## config.mk

```make
export PLATFORM = sky130hd
export DESIGN_NAME = fphub_mult_pipe
export DESIGN_NICKNAME = d
export VERILOG_FILES = /design/src/rtl/fphub_mult_pipe.sv
export SDC_FILE = /design/constraint.sdc
export NUM_CORES = 2
export LEC_CHECK = 0
export CORE_UTILIZATION = 45
export CTS_CLUSTER_DIAMETER = 60
export DETAILED_ROUTE_END_ITERATION = 10
export GPL_ROUTABILITY_DRIVEN = 1
export GPL_TIMING_DRIVEN = 0
export HOLD_SLACK_MARGIN = 0.15
export SETUP_SLACK_MARGIN = 0.4
export SLEW_MARGIN = 30
export SYNTH_ARGS = -nofsm -noshare
export SYNTH_HDL_FRONTEND = slang
export SYNTH_SLANG_ARGS = --single-unit
```

## constraint.sdc

```tcl
create_clock -name clk -period 4.6 [get_ports clk]
set_input_delay 1.38 -clock clk [delete_from_list [all_inputs] [get_ports clk]]
set_output_delay 1.38 -clock clk [all_outputs]
set_load 0.02 [all_outputs]
```

## src/rtl/fphub_mult_pipe.sv

```systemverilog
// HUB-format floating-point multiplier with a configurable-depth pipeline,
// valid/ready handshake, tag passthrough and status flags
// {invalid, overflow, underflow, special}.
module fphub_mult_pipe #(
  parameter int unsigned M      = 23,
  parameter int unsigned E      = 8,
  parameter int unsigned STAGES = 2,
  parameter int unsigned TAG_W  = 4
) (
  input  logic             clk,
  input  logic             rst_l,
  input  logic             in_valid,
  output logic             in_ready,
  input  logic [E+M:0]     X,
  input  logic [E+M:0]     Y,
  input  logic [TAG_W-1:0] in_tag,
  output logic             out_valid,
  input  logic             out_ready,
  output logic [E+M:0]     Z,
  output logic [TAG_W-1:0] out_tag,
  output logic [3:0]       flags
);

  localparam int unsigned W   = 1 + E + M;
  localparam int unsigned MW  = M + 2;
  localparam int unsigned PW  = 2 * MW;
  localparam int unsigned ESW = E + 2;

  localparam logic        [ESW-1:0] BIAS    = ESW'(2 ** (E - 1));
  localparam logic signed [ESW-1:0] ES_MAX  = ESW'((2 ** E) - 1);
  localparam logic signed [ESW-1:0] ES_ZERO = '0;
  localparam logic signed [ESW-1:0] ES_ONE  = ESW'(1);

  typedef enum logic [1:0] {CLS_NORM, CLS_NAN, CLS_INF, CLS_ZERO} cls_e;

  typedef struct packed {
    cls_e             cls;
    logic             sign;
    logic [PW-1:0]    p;
    logic [ESW-1:0]   es;
    logic [TAG_W-1:0] tag;
  } mid_t;

  logic stall;
  mid_t front;
  mid_t back;
  logic back_valid;

  logic x_zero, x_inf, x_nan;
  logic y_zero, y_inf, y_nan;

  logic signed [ESW-1:0] es_n;
  logic [M-1:0]          mant_n;
  logic [W-1:0]          z_d;
  logic [3:0]            flags_d;
  logic                  p_unused;

  // The whole pipe freezes only when a result is waiting and not taken
  assign stall    = out_valid & ~out_ready;
  assign in_ready = ~stall;

  // Classify operands, form raw HUB product and pre-normalisation exponent
  always_comb begin
    x_zero = (X[W-2:M] == '0);
    x_inf  = (X[W-2:M] == '1) && (X[M-1:0] == '0);
    x_nan  = (X[W-2:M] == '1) && (X[M-1:0] != '0);
    y_zero = (Y[W-2:M] == '0);
    y_inf  = (Y[W-2:M] == '1) && (Y[M-1:0] == '0);
    y_nan  = (Y[W-2:M] == '1) && (Y[M-1:0] != '0);

    front = '0;
    if (x_nan || y_nan || (x_zero && y_inf) || (x_inf && y_zero))
      front.cls = CLS_NAN;
    else if (x_inf || y_inf)
      front.cls = CLS_INF;
    else if (x_zero || y_zero)
      front.cls = CLS_ZERO;
    else
      front.cls = CLS_NORM;

    front.sign = X[W-1] ^ Y[W-1];
    front.p    = {{MW{1'b0}}, 1'b1, X[M-1:0], 1'b1}
               * {{MW{1'b0}}, 1'b1, Y[M-1:0], 1'b1};
    front.es   = {2'b00, X[W-2:M]} + {2'b00, Y[W-2:M]} - BIAS;
    front.tag  = in_tag;
  end

  if (STAGES == 1) begin : g_single
    assign back       = front;
    assign back_valid = in_valid;
  end else begin : g_pipe
    localparam int unsigned ND = STAGES - 1;
    mid_t       mid_q [ND];
    logic [ND-1:0] mid_v;

    // Stage 1 captures decoded operands; further stages are pure delay
    always_ff @(posedge clk or negedge rst_l) begin
      if (!rst_l) begin
        mid_v <= '0;
        for (int unsigned i = 0; i < ND; i++) mid_q[i] <= '0;
      end else if (!stall) begin
        mid_v[0] <= in_valid;
        mid_q[0] <= front;
        for (int unsigned i = 1; i < ND; i++) begin
          mid_v[i] <= mid_v[i-1];
          mid_q[i] <= mid_q[i-1];
        end
      end
    end

    assign back       = mid_q[ND-1];
    assign back_valid = mid_v[ND-1];
  end

  // Low product bits fall below the truncation point
  assign p_unused = ^back.p[MW-1:0];

  // Normalise, range-check and pack the result feeding the output register
  always_comb begin
    es_n   = $signed(back.es);
    mant_n = back.p[PW-3:MW];
    if (back.p[PW-1]) begin
      es_n   = es_n + ES_ONE;
      mant_n = back.p[PW-2:MW+1];
    end

    z_d     = '0;
    flags_d = '0;
    case (back.cls)
      CLS_NAN: begin
        z_d     = {1'b0, {E{1'b1}}, {M{1'b1}}};
        flags_d = 4'b1001;
      end
      CLS_INF: begin
        z_d     = {back.sign, {E{1'b1}}, {M{1'b0}}};
        flags_d = 4'b0001;
      end
      CLS_ZERO: begin
        z_d     = {back.sign, {(E + M){1'b0}}};
        flags_d = 4'b0001;
      end
      default: begin
        if (es_n >= ES_MAX) begin
          z_d     = {back.sign, {E{1'b1}}, {M{1'b0}}};
          flags_d = 4'b0100;
        end else if (es_n <= ES_ZERO) begin
          z_d     = {back.sign, {(E + M){1'b0}}};
          flags_d = 4'b0010;
        end else begin
          z_d = {back.sign, es_n[E-1:0], mant_n};
        end
      end
    endcase
  end

  // Output register; holds its contents while the consumer stalls
  always_ff @(posedge clk or negedge rst_l) begin
    if (!rst_l) begin
      out_valid <= 1'b0;
      Z         <= '0;
      out_tag   <= '0;
      flags     <= '0;
    end else if (!stall) begin
      out_valid <= back_valid;
      Z         <= z_d;
      out_tag   <= back.tag;
      flags     <= flags_d;
    end
  end

endmodule

```

==> key figures <==
STA
  – Setup repair after global routing missed its margin: yes
  – Actual transition at the worst max-transition pin: roughly 0.76 ns
  – Final critical delay including setup and external delays: approximately 7.6 ns
  – Largest clock skew in the final design: 0.00660 ns
  – Final Hold Viols: 0
  – Number of pins with negative max-slew slack in the final report: 0
  – Rel. slew slack: 0.488
  – Final critical-path share of the clock period: 1.64
  – Worst setup margin: -2.96 ns
  – Count of endpoints failing setup in the final report: 25
  – Max Clk Rate: approximately 0.13 GHz

GRT
  – First-pass GRT wire length: approximately 120,000 um
  – Antenna violations before repair: 1
  – Maximum number of pins on one net before global-route repair: a little over 60
  – GRT Total Usage: 0.318
  – Via count of the first global-routing pass: between 20,000 and 25,000
  – Remaining global-route overflow: 0

Critical path
  – Critical path cell sequence: buf_6 > clkbuf_8 > nand2_1 > fa_1 > inv_1 > fa_1 > inv_1 > fa_1 > fa_1 > inv_1 > fa_1 > fa_1 > inv_1 > fa_1 > inv_1 > ha_4 > nand4_1 > or3_4 > o21a_4 > o21a_4 > o211ai_1 > a31oi_2 > mux2_4 > o211ai_1
  – Kind of start point of the critical path: primary input
  – Most used cell, CP: fa_1
  – Crit path DAT: 7.84 ns
  – Endpoint type of the worst setup path: flop
  – Master of the slowest instance on the critical path: fa_1
  – Data required time of the critical path: 4.88 ns
  – Crit path largest cell delay: around 0.52 ns
  – Top Family by Delay on Critical Path: adder cells
  – Worst setup path category: primary input to flop
  – Worst Path Max Fanout: 10
  – CP Buf/Inv Count: 7

Synth
  – Most area-hungry cell type in the Yosys netlist: fa_1
  – Most frequently used flop master after synthesis: dfrtp_1
  – Number of warning messages in the yosys log: 0
  – Number of library cell types mapped by synthesis: between 60 and 70
  – Net count after synthesis: 3,381
  – Average footprint of a synthesized cell: 9.15 sq um
  – Ranking of synthesized cells by area: fa_1 44%, ha_1 11%, inv_1 10%
  – Proportion of register bits with asynchronous set or reset after synthesis: 1.00
  – Fraction of post-synthesis cell area in the top cell type by area: 0.444
  – Synthesized flop and latch total: 84
  – Fraction of the yosys area taken by sequential cells: 0.0890
  – Cell count after synthesis: roughly 2,600
  – Post-synth EDFFs: 0
  – Post-Syn Area: between 20,000 and 25,000 sq um

Clocking
  – CTS H-tree depth: 3
  – Clock Latency Late Sink: roughly 0.35 ns
  – CTS tree: yes
  – Post-CTS clock slew at the launch and capture registers of the worst setup and hold paths: 0.07 ns
  – Num CTS Buffers: 9
  – Count of hold-fix buffers inserted at cts: 0
  – Number of clock sinks: 84
  – Root buffer selected by CTS: clkbuf_16
  – Number of buffers on the longest clock path: 2

Cells and area
  – Final core utilization: 0.566
  – Inserted Diodes: 0
  – Synth-to-layout area growth: 23.6%
  – Net total in the final layout: 3,611
  – Fraction of final layout cells sized beyond drive strength 1: 0.183

Placed design
  – Detailed placer's ending HPWL: about 66,000 um
  – Port bufs: ~110
  – Placer Congestion: about 1

Floorplanning
  – Top-level I/O count: roughly 110
  – Y dimension of the die: 231 um
  – Core Footprint: between 50,000 and 60,000 sq um
  – Initial standard-cell utilization of the core: 0.458
  – X dimension of the die: 231 um
  – Core Rows: 83
  – Floorplan die area: approximately 53,000 sq um

Routing
  – Routed via count divided by cell count: approximately 5.3
  – Average routed wire per standard cell: 23.3 um
  – Detailed Route Iter0 Violations: 1,351
  – Pre-antenna DRT Iters: 5
  – Overall routed net length: approximately 80,000 um
  – Antenna viol nets, final: 0
  – Total number of vias: 18,600
  – Remaining routing DRC violations: 0

Flow run
  – Number of maximum-capacitance constraint violations: 0

Outcome
  – Violations in the final reports: negative setup slack
  – Status: complete, but fails checks

Hold path
  – Worst min path class: flop to flop
## layout by cell type (no fill, tap or decap), types with 10 or more instances in the layout
cell type / netlist / routed
clkdlybuf4s50_1: 0 / 65
ha_1: 203 / 186
clkbuf_1: 109 / 18
nand4_1: 20 / 20
buf_12: 0 / 13
nor2_1: 95 / 87
buf_8: 0 / 30
buf_4: 0 / 89
clkbuf_16: 0 / 40
inv_1: 640 / 597
a21oi_4: 0 / 10
xnor2_1: 23 / 18
inv_2: 4 / 33
fa_1: 524 / 492
dfrtp_1: 84 / 84
o221a_2: 23 / 23
and2_1: 222 / 200
buf_6: 3 / 43
xor2_1: 14 / 12
nand2_1: 347 / 337
mux2_2: 25 / 24
ha_4: 0 / 16
nor4_1: 15 / 15
a21o_1: 13 / 13
a21oi_1: 65 / 46
o21ai_0: 33 / 20
fa_2: 0 / 32
clkbuf_8: 0 / 28
and2_4: 0 / 22
## worst min-delay path, delay by kind of cell (launching register included)
family / cells / cell delay, ns
and+or+nand+nor: 2 / 0.10
DFF: 1 / 0.33
## synth_stat cells (3+ instances only)
cell      number
inv_1        640
fa_1         524
nand2_1      347
and2_1       222
ha_1         203
clkbuf_1     109
nor2_1        95
dfrtp_1       84
a21oi_1       65
o21ai_0       33
mux2_2        25
o221a_2       23
xnor2_1       23
nand4_1       20
nor4_1        15
xor2_1        14
a21o_1        13
nand3_1        9
o211ai_1       9
nor2b_1        8
nand2b_1       7
nor3_1         7
o311ai_0       7
o21a_1         6
a211oi_1       4
a41oi_1        4
inv_2          4
o21bai_1       4
o22ai_1        4
or3_1          4
a31oi_1        3
and4_1         3
buf_6          3
clkinv_1       3
## per-layer routing
layer,up-vias,GRT usage,share of wire
met3,148,0.0365,0.073
li1,8150,-,-
met4,0,0.120,0.040
met5,-,0,0
met1,9551,0.431,0.41
met2,762,0.524,0.48
## registers in the layout, summed over array words and instances, names as in the netlist
signal,cells
back,42
Z,32
flags,4
out_tag,4
back_valid,1
out_valid,1
## layout make-up
type	instances	area, sq um
inverters	647	2510
plain buffers	113	1690
multi-input cells	1738	19500
well taps	680	851
fillers	4582	22400
clock inverters	7	98.8
repair buffers	219	2180
clock buffers	9	225
flip-flops and latches	84	2100
## stage by stage
step | cells | area, sq um | setup slack, ns | hold slack, ns | TNS (ns)
floorplan | 2582 | 24300 | -2.63 | 0.430 | -59.40
global placement | 3374 | 26300 | -5.13 | 0.448 | -186.41
detailed placement | 3375 | 26300 | -5.13 | 0.448 | -114.73
CTS | 3460 | 28500 | -2.96 | 0.460 | -69.43
global route | 3497 | 29200 | -3.14 | 0.491 | -74.57
finish | 3497 | 29200 | -2.96 | 0.453 | -70.45
## worst paths after layout
kind | from | endpoint | slack (ns) | depth (start not counted)
worst max-delay path | Y[4] | back[57] | -2.96 | 24
worst min-delay path | back_valid | back_valid | 0.45 | 2
worst max register to register | back[63] | Z[23] | 1.88 | 9
worst min register to register | back_valid | back_valid | 0.45 | 2
max in group asynchronous | rst_l | back[7] | 3.14 | 2
min in group asynchronous | rst_l | Z[19] | 0.87 | 1
## kinds of logic after synthesis
group | after synthesis | share of synthesized area
XOR/XNOR | 37 | 0.0137
buffers and inverters | 760 | 0.122
AO/OA/AOI/OAI | 195 | 0.0575
multiplexers | 26 | 0.0123
AND/OR/NAND/NOR | 753 | 0.154
adder cells (fa/ha/maj) | 727 | 0.552
flip-flops | 84 | 0.0890
## repair_timing
action                                  in CTS  in global routing
setup buffers                               69                 36
endpoints found under the setup margin      26                 26
resized for setup                          582                124
cloned                                       0                  1
pin swaps                                   98                 84
Power is not shown: default switching activity piles up to over one toggle a cycle in this logic, so the estimate is an artifact.
==> RTL change 1 (same flow settings) <==
Change the parameter `E` from 8 to 6.
--- a/src/rtl/fphub_mult_pipe.sv
+++ b/src/rtl/fphub_mult_pipe.sv
@@ -3,7 +3,7 @@
 // {invalid, overflow, underflow, special}.
 module fphub_mult_pipe #(
   parameter int unsigned M      = 23,
-  parameter int unsigned E      = 8,
+  parameter int unsigned E      = 6,
   parameter int unsigned STAGES = 2,
   parameter int unsigned TAG_W  = 4
 ) (
Ports: changed (resized X, Y and Z); port bits go from 114 to 108. No check against the original RTL was run, so the function may have changed too.
==> RTL change 1 against the unedited design <==
- non-clock buffer count rose by 31
- highest routed layer unchanged
- setup slack got worse by 0.14 ns
- via count rose by 5.6%
- final area rose by 3.6%
- register-to-register slack improved by 0.03 ns
- wire length rose by 9.5%
- area after synthesis rose by 1.1%
- the run still ends with setup timing left
- critical path depth did not move
- global-route usage rose by 2.3 points
- sequential cell count fell by 4
Power is not shown: default switching activity piles up to over one toggle a cycle in this logic, so the estimate is an artifact.
==> RTL change 1: results (changes against the unedited design) <==
status=complete, but fails checks; failing checks=setup timing; share of post-route cells with drive strength above 1=17.3% (-1.0 points); TritonRoute pass-1 iters=7 (+2); maximum number of pins on one net before global-route repair=71 (+15%); Vias/cell=5.43 (+2.1%); WHS=0.465 ns (+0.0115 ns); Syn. warnings=0 (unchanged); First DRT Iteration DRCs=1455 (+7.7%); Final HPWL DP=69200 µm (+5.2%); Area contributors post-synth=fa_1 (44%), ha_1 (10%), inv_1 (10%); Layout fillers=4617 (+0.76%); IO buf count=107 (-4.5%); final hold vios=0 (unchanged); setup ws final=-3.10 ns (-0.137 ns); WL final=89100 µm (+9.5%); Cell Area, Placed=0.0265 mm² (+0.66%); max reg flops=40 (-4.8%); clk_lat worst skew=approximately 0.34 ns; skew final=0.00635 ns (-0.000250 ns); share of the synthesized area in compound gates (AO/OA/AOI/OAI)=6.74% (+0.99 points); first-pass GRT wire length=133000 µm (+6.8%); Synth Area in Adders=54.4% (-0.79 points); Slew headroom=56.8% (+8.0 points); R2R depth=10 (+1); worst slack, placed=-5.49 ns (-0.359 ns); post-synth cell types=71 (+13%); Reg2Reg Setup Slack=1.91 ns (+0.03 ns); sequential fraction of the synthesis area=8.39% (-0.51 points); vias in the first global route=21200 (+3.9%); initial antenna violation count=0 (-1); Final GP Congestion=1.05 (+5.1%); mux share of post-synthesis cell area=1.01% (-0.23 points); GRT Overall Usage=34.1% (+2.3 points); Setup TNS=-70.99 ns (-0.538 ns); final-stage net count=3716 (+2.9%); Post-Synthesis Cells=2670 (+3.4%); root buffer cell=clkbuf_16; Mapped Nets=3461 (+2.4%); CP Data Arrival Time=7.91 ns (+0.07 ns); count of non-filler cells in the finished layout=3619 (+3.5%); CP max FO=8 (-2); CP max-delay cell=fa_1; CP max stage delay=0.59 ns (+0.07 ns); hold path start=back[3]$_DFFE_PN0N_; crit-path leading delay family=adder cells; most frequent cells after synthesis=inv_1 (658), fa_1 (524), nand2_1 (349); Synth Area in XOR/XNOR=1.21% (-0.16 points); RR Startpoint=back[4]$_DFFE_PN0N_; Critical Path Start=X[11]; Setup Viol. Count Final=26 (+4.0%)
-- RTL change 1: changes by cell type after synthesis, sizes merged, moves of 6 or more --
| cell | delta |
|---|---|
| nor3 | +6 |
| and3 | +10 |
| nor2 | +25 |
| mux2i | +23 |
| a21o | +16 |
| o22a | +22 |
| o311ai | -6 |
| mux2 | -25 |
| and2 | +17 |
| inv | +16 |
| o221a | -23 |
-- RTL change 1: worst register-to-register path: cells and delay by family, from the launching register on --
kind	cells	cell delay, ns
AOI/OAI and AO/OA	3	0.63
and+or+nand+nor	4	0.71
adders and majority gates	1	0.26
xor gates and xnor gates	1	0.21
buffers and inverters	1	0.30
DFF	1	0.47
-- RTL change 1: repair_timing --
action,4_1_cts,5_1_grt
hold buffers,0,0
gates resized for setup,666,96
setup buffers,86,40
pin swaps,102,36
hold endpoints to repair,0,0
endpoints found under the setup margin,26,26
gates cloned,4,6
-- RTL change 1: layout make-up --
cell class	instances	area, µm²	area share, %
repair buffers	244	2600	8.59
plain buffers	119	1960	6.49
diodes	2	5.00	0.0165
multi-input cells	1809	19900	65.9
inverters	662	2540	8.40
clock inverters	3	90.1	0.298
flip-flops and latches	80	2000	6.62
clock buffers	12	246	0.815
well taps	688	861	2.85
-- RTL change 1: final timing paths --
check,to
min in group asynchronous,Z[9]$_DFFE_PN0N_
worst min-delay path,back[3]$_DFFE_PN0N_
max in group asynchronous,back[7]$_DFFE_PN0N_
worst min register to register,back[3]$_DFFE_PN0N_
worst max register to register,Z[0]$_DFFE_PN0N_
worst max-delay path,back[60]$_DFFE_PN0N_
-- RTL change 1: layer usage --
metal  part of all wire (%)  track usage (%)
met1                     38             42.9
met2                     46             54.9
met3                    8.7             6.29
met4                    6.9             19.3
met5                      0                0
==> RTL change 2 (same settings) <==
Without the edit above. Remove the case item `CLS_ZERO` of the case on `back.cls`.
--- a/src/rtl/fphub_mult_pipe.sv
+++ b/src/rtl/fphub_mult_pipe.sv
@@ -135,10 +135,6 @@
         z_d     = {back.sign, {E{1'b1}}, {M{1'b0}}};
         flags_d = 4'b0001;
       end
-      CLS_ZERO: begin
-        z_d     = {back.sign, {(E + M){1'b0}}};
-        flags_d = 4'b0001;
-      end
       default: begin
         if (es_n >= ES_MAX) begin
           z_d     = {back.sign, {E{1'b1}}, {M{1'b0}}};
Function: changed (a bounded check fails within 4 cycles, from zero or initial values and one cycle with rst_l low).
==> RTL change 2 against the unedited design <==
- the run still ends with setup timing left
- first-iteration DRC count is 22% higher
- sequential cell count is the same
- critical path depth up 2
- non-clock buffer count is 29 higher
- register-to-register slack got worse by 0.09 ns
- area after synthesis rose by 1.9%
- via count increased by 5.4%
- setup slack got worse by 0.28 ns
- wire length up 4.4%
- final area up 0.68%
- critical endpoint is now back[58]$_DFFE_PN0N_
Power is left out: the tool's default activity adds up to more than one toggle a clock period on the data nets, which glitch-free logic cannot reach.
==> RTL change 2: results (changes against the unedited design) <==
maximum number of pins on one net before global-route repair=73 (+18%); Post-Synthesis Cells=2672 (+3.5%); Final GP Congestion=1.03 (+3.4%); multi-input logic area=0.0196 mm² (+0.31%); Setup Viol. Count Final=26 (+4.0%); grt met2 use=49.6% (-2.7 points); skew final=0.00606 ns (-0.000540 ns); Reg2Reg Setup Slack=1.79 ns (-0.09 ns); WL final=84900 µm (+4.4%); Setup TNS=-77.03 ns (-6.58 ns); ClkCell Share=1.09% (-0.025 points); most frequent cells after synthesis=inv_1 (643), fa_1 (524), nand2_1 (343); first-pass GRT wire length=128000 µm (+2.9%); cell count along the critical path=26 (+8.3%); failing checks=setup timing; Seq area share=7.15% (-0.049 points); Hold Path Depth=1 (-1); final-stage net count=3712 (+2.8%); Vias=19600 (+5.4%); CP Data Arrival Time=8.05 ns (+0.21 ns); setup ws final=-3.25 ns (-0.282 ns); Detail Route met3 WL=8950 µm (+52%); nonclk buf count=361 (+8.7%); worst slack, placed=-5.26 ns (-0.128 ns); post-CTS setup repair buffer count=110 (+59%); buffering overhead=13.6% (+0.40 points); CP max stage delay=0.59 ns (+0.07 ns); routing usage on met3=7.89% (+4.2 points); Slew headroom=38.7% (-10 points); status=complete, but fails checks; clock buf count=12 (+3); WL/cell=23.5 µm (+1.1%); number of multi-input logic gates=1811 (+4.2%); initial antenna violation count=3 (+2); DP Cell Count=3474 (+2.9%); CP max FO=5 (-5); Mapped Area=0.0241 mm² (+1.9%); post-synth cell types=68 (+7.9%); Non-clock inverters=648 (+0.15%); Inserted Diodes=1 (+1); WL met1=35100 µm (+5.9%); IO buf count=113 (+0.89%); met2 WL=36900 µm (-5.5%); CP endpoint=back[58]$_DFFE_PN0N_; Critical Path Start=X[13]
-- RTL change 2: cell count changes in the layout (fill, tap and decap cells not counted), sizes merged, moves of 7 or more --
cell    unedited run  this run
buf              180       173
clkbuf            94       129
nor2              96       132
o22a               1        31
mux2i              1        24
nand3              9        20
o21ai             34        45
a21o              13        27
o221a             23         1
mux2              25         0
-- RTL change 2: worst reg2reg max path, cell delays in order, from the launching register on --
cell      delay (ns)
dfrtp_1         0.32
clkbuf_1        0.25
buf_1           0.59
nor4_1          0.09
a31oi_1         0.17
nor2_1          0.08
a31oi_1         0.33
nand3_1         0.30
buf_2           0.27
nor2_1          0.20
o22a_1          0.15
-- RTL change 2: cells by family after synthesis --
group / count (synthesis) / share of synthesized area [%]
multiplexers: 24 / 0.998
AO/OA/AOI/OAI: 229 / 6.51
adder cells (fa/ha/maj): 725 / 54.0
XOR/XNOR: 42 / 1.53
AND/OR/NAND/NOR: 791 / 15.6
flip-flops: 84 / 8.74
buffers and inverters: 777 / 12.6
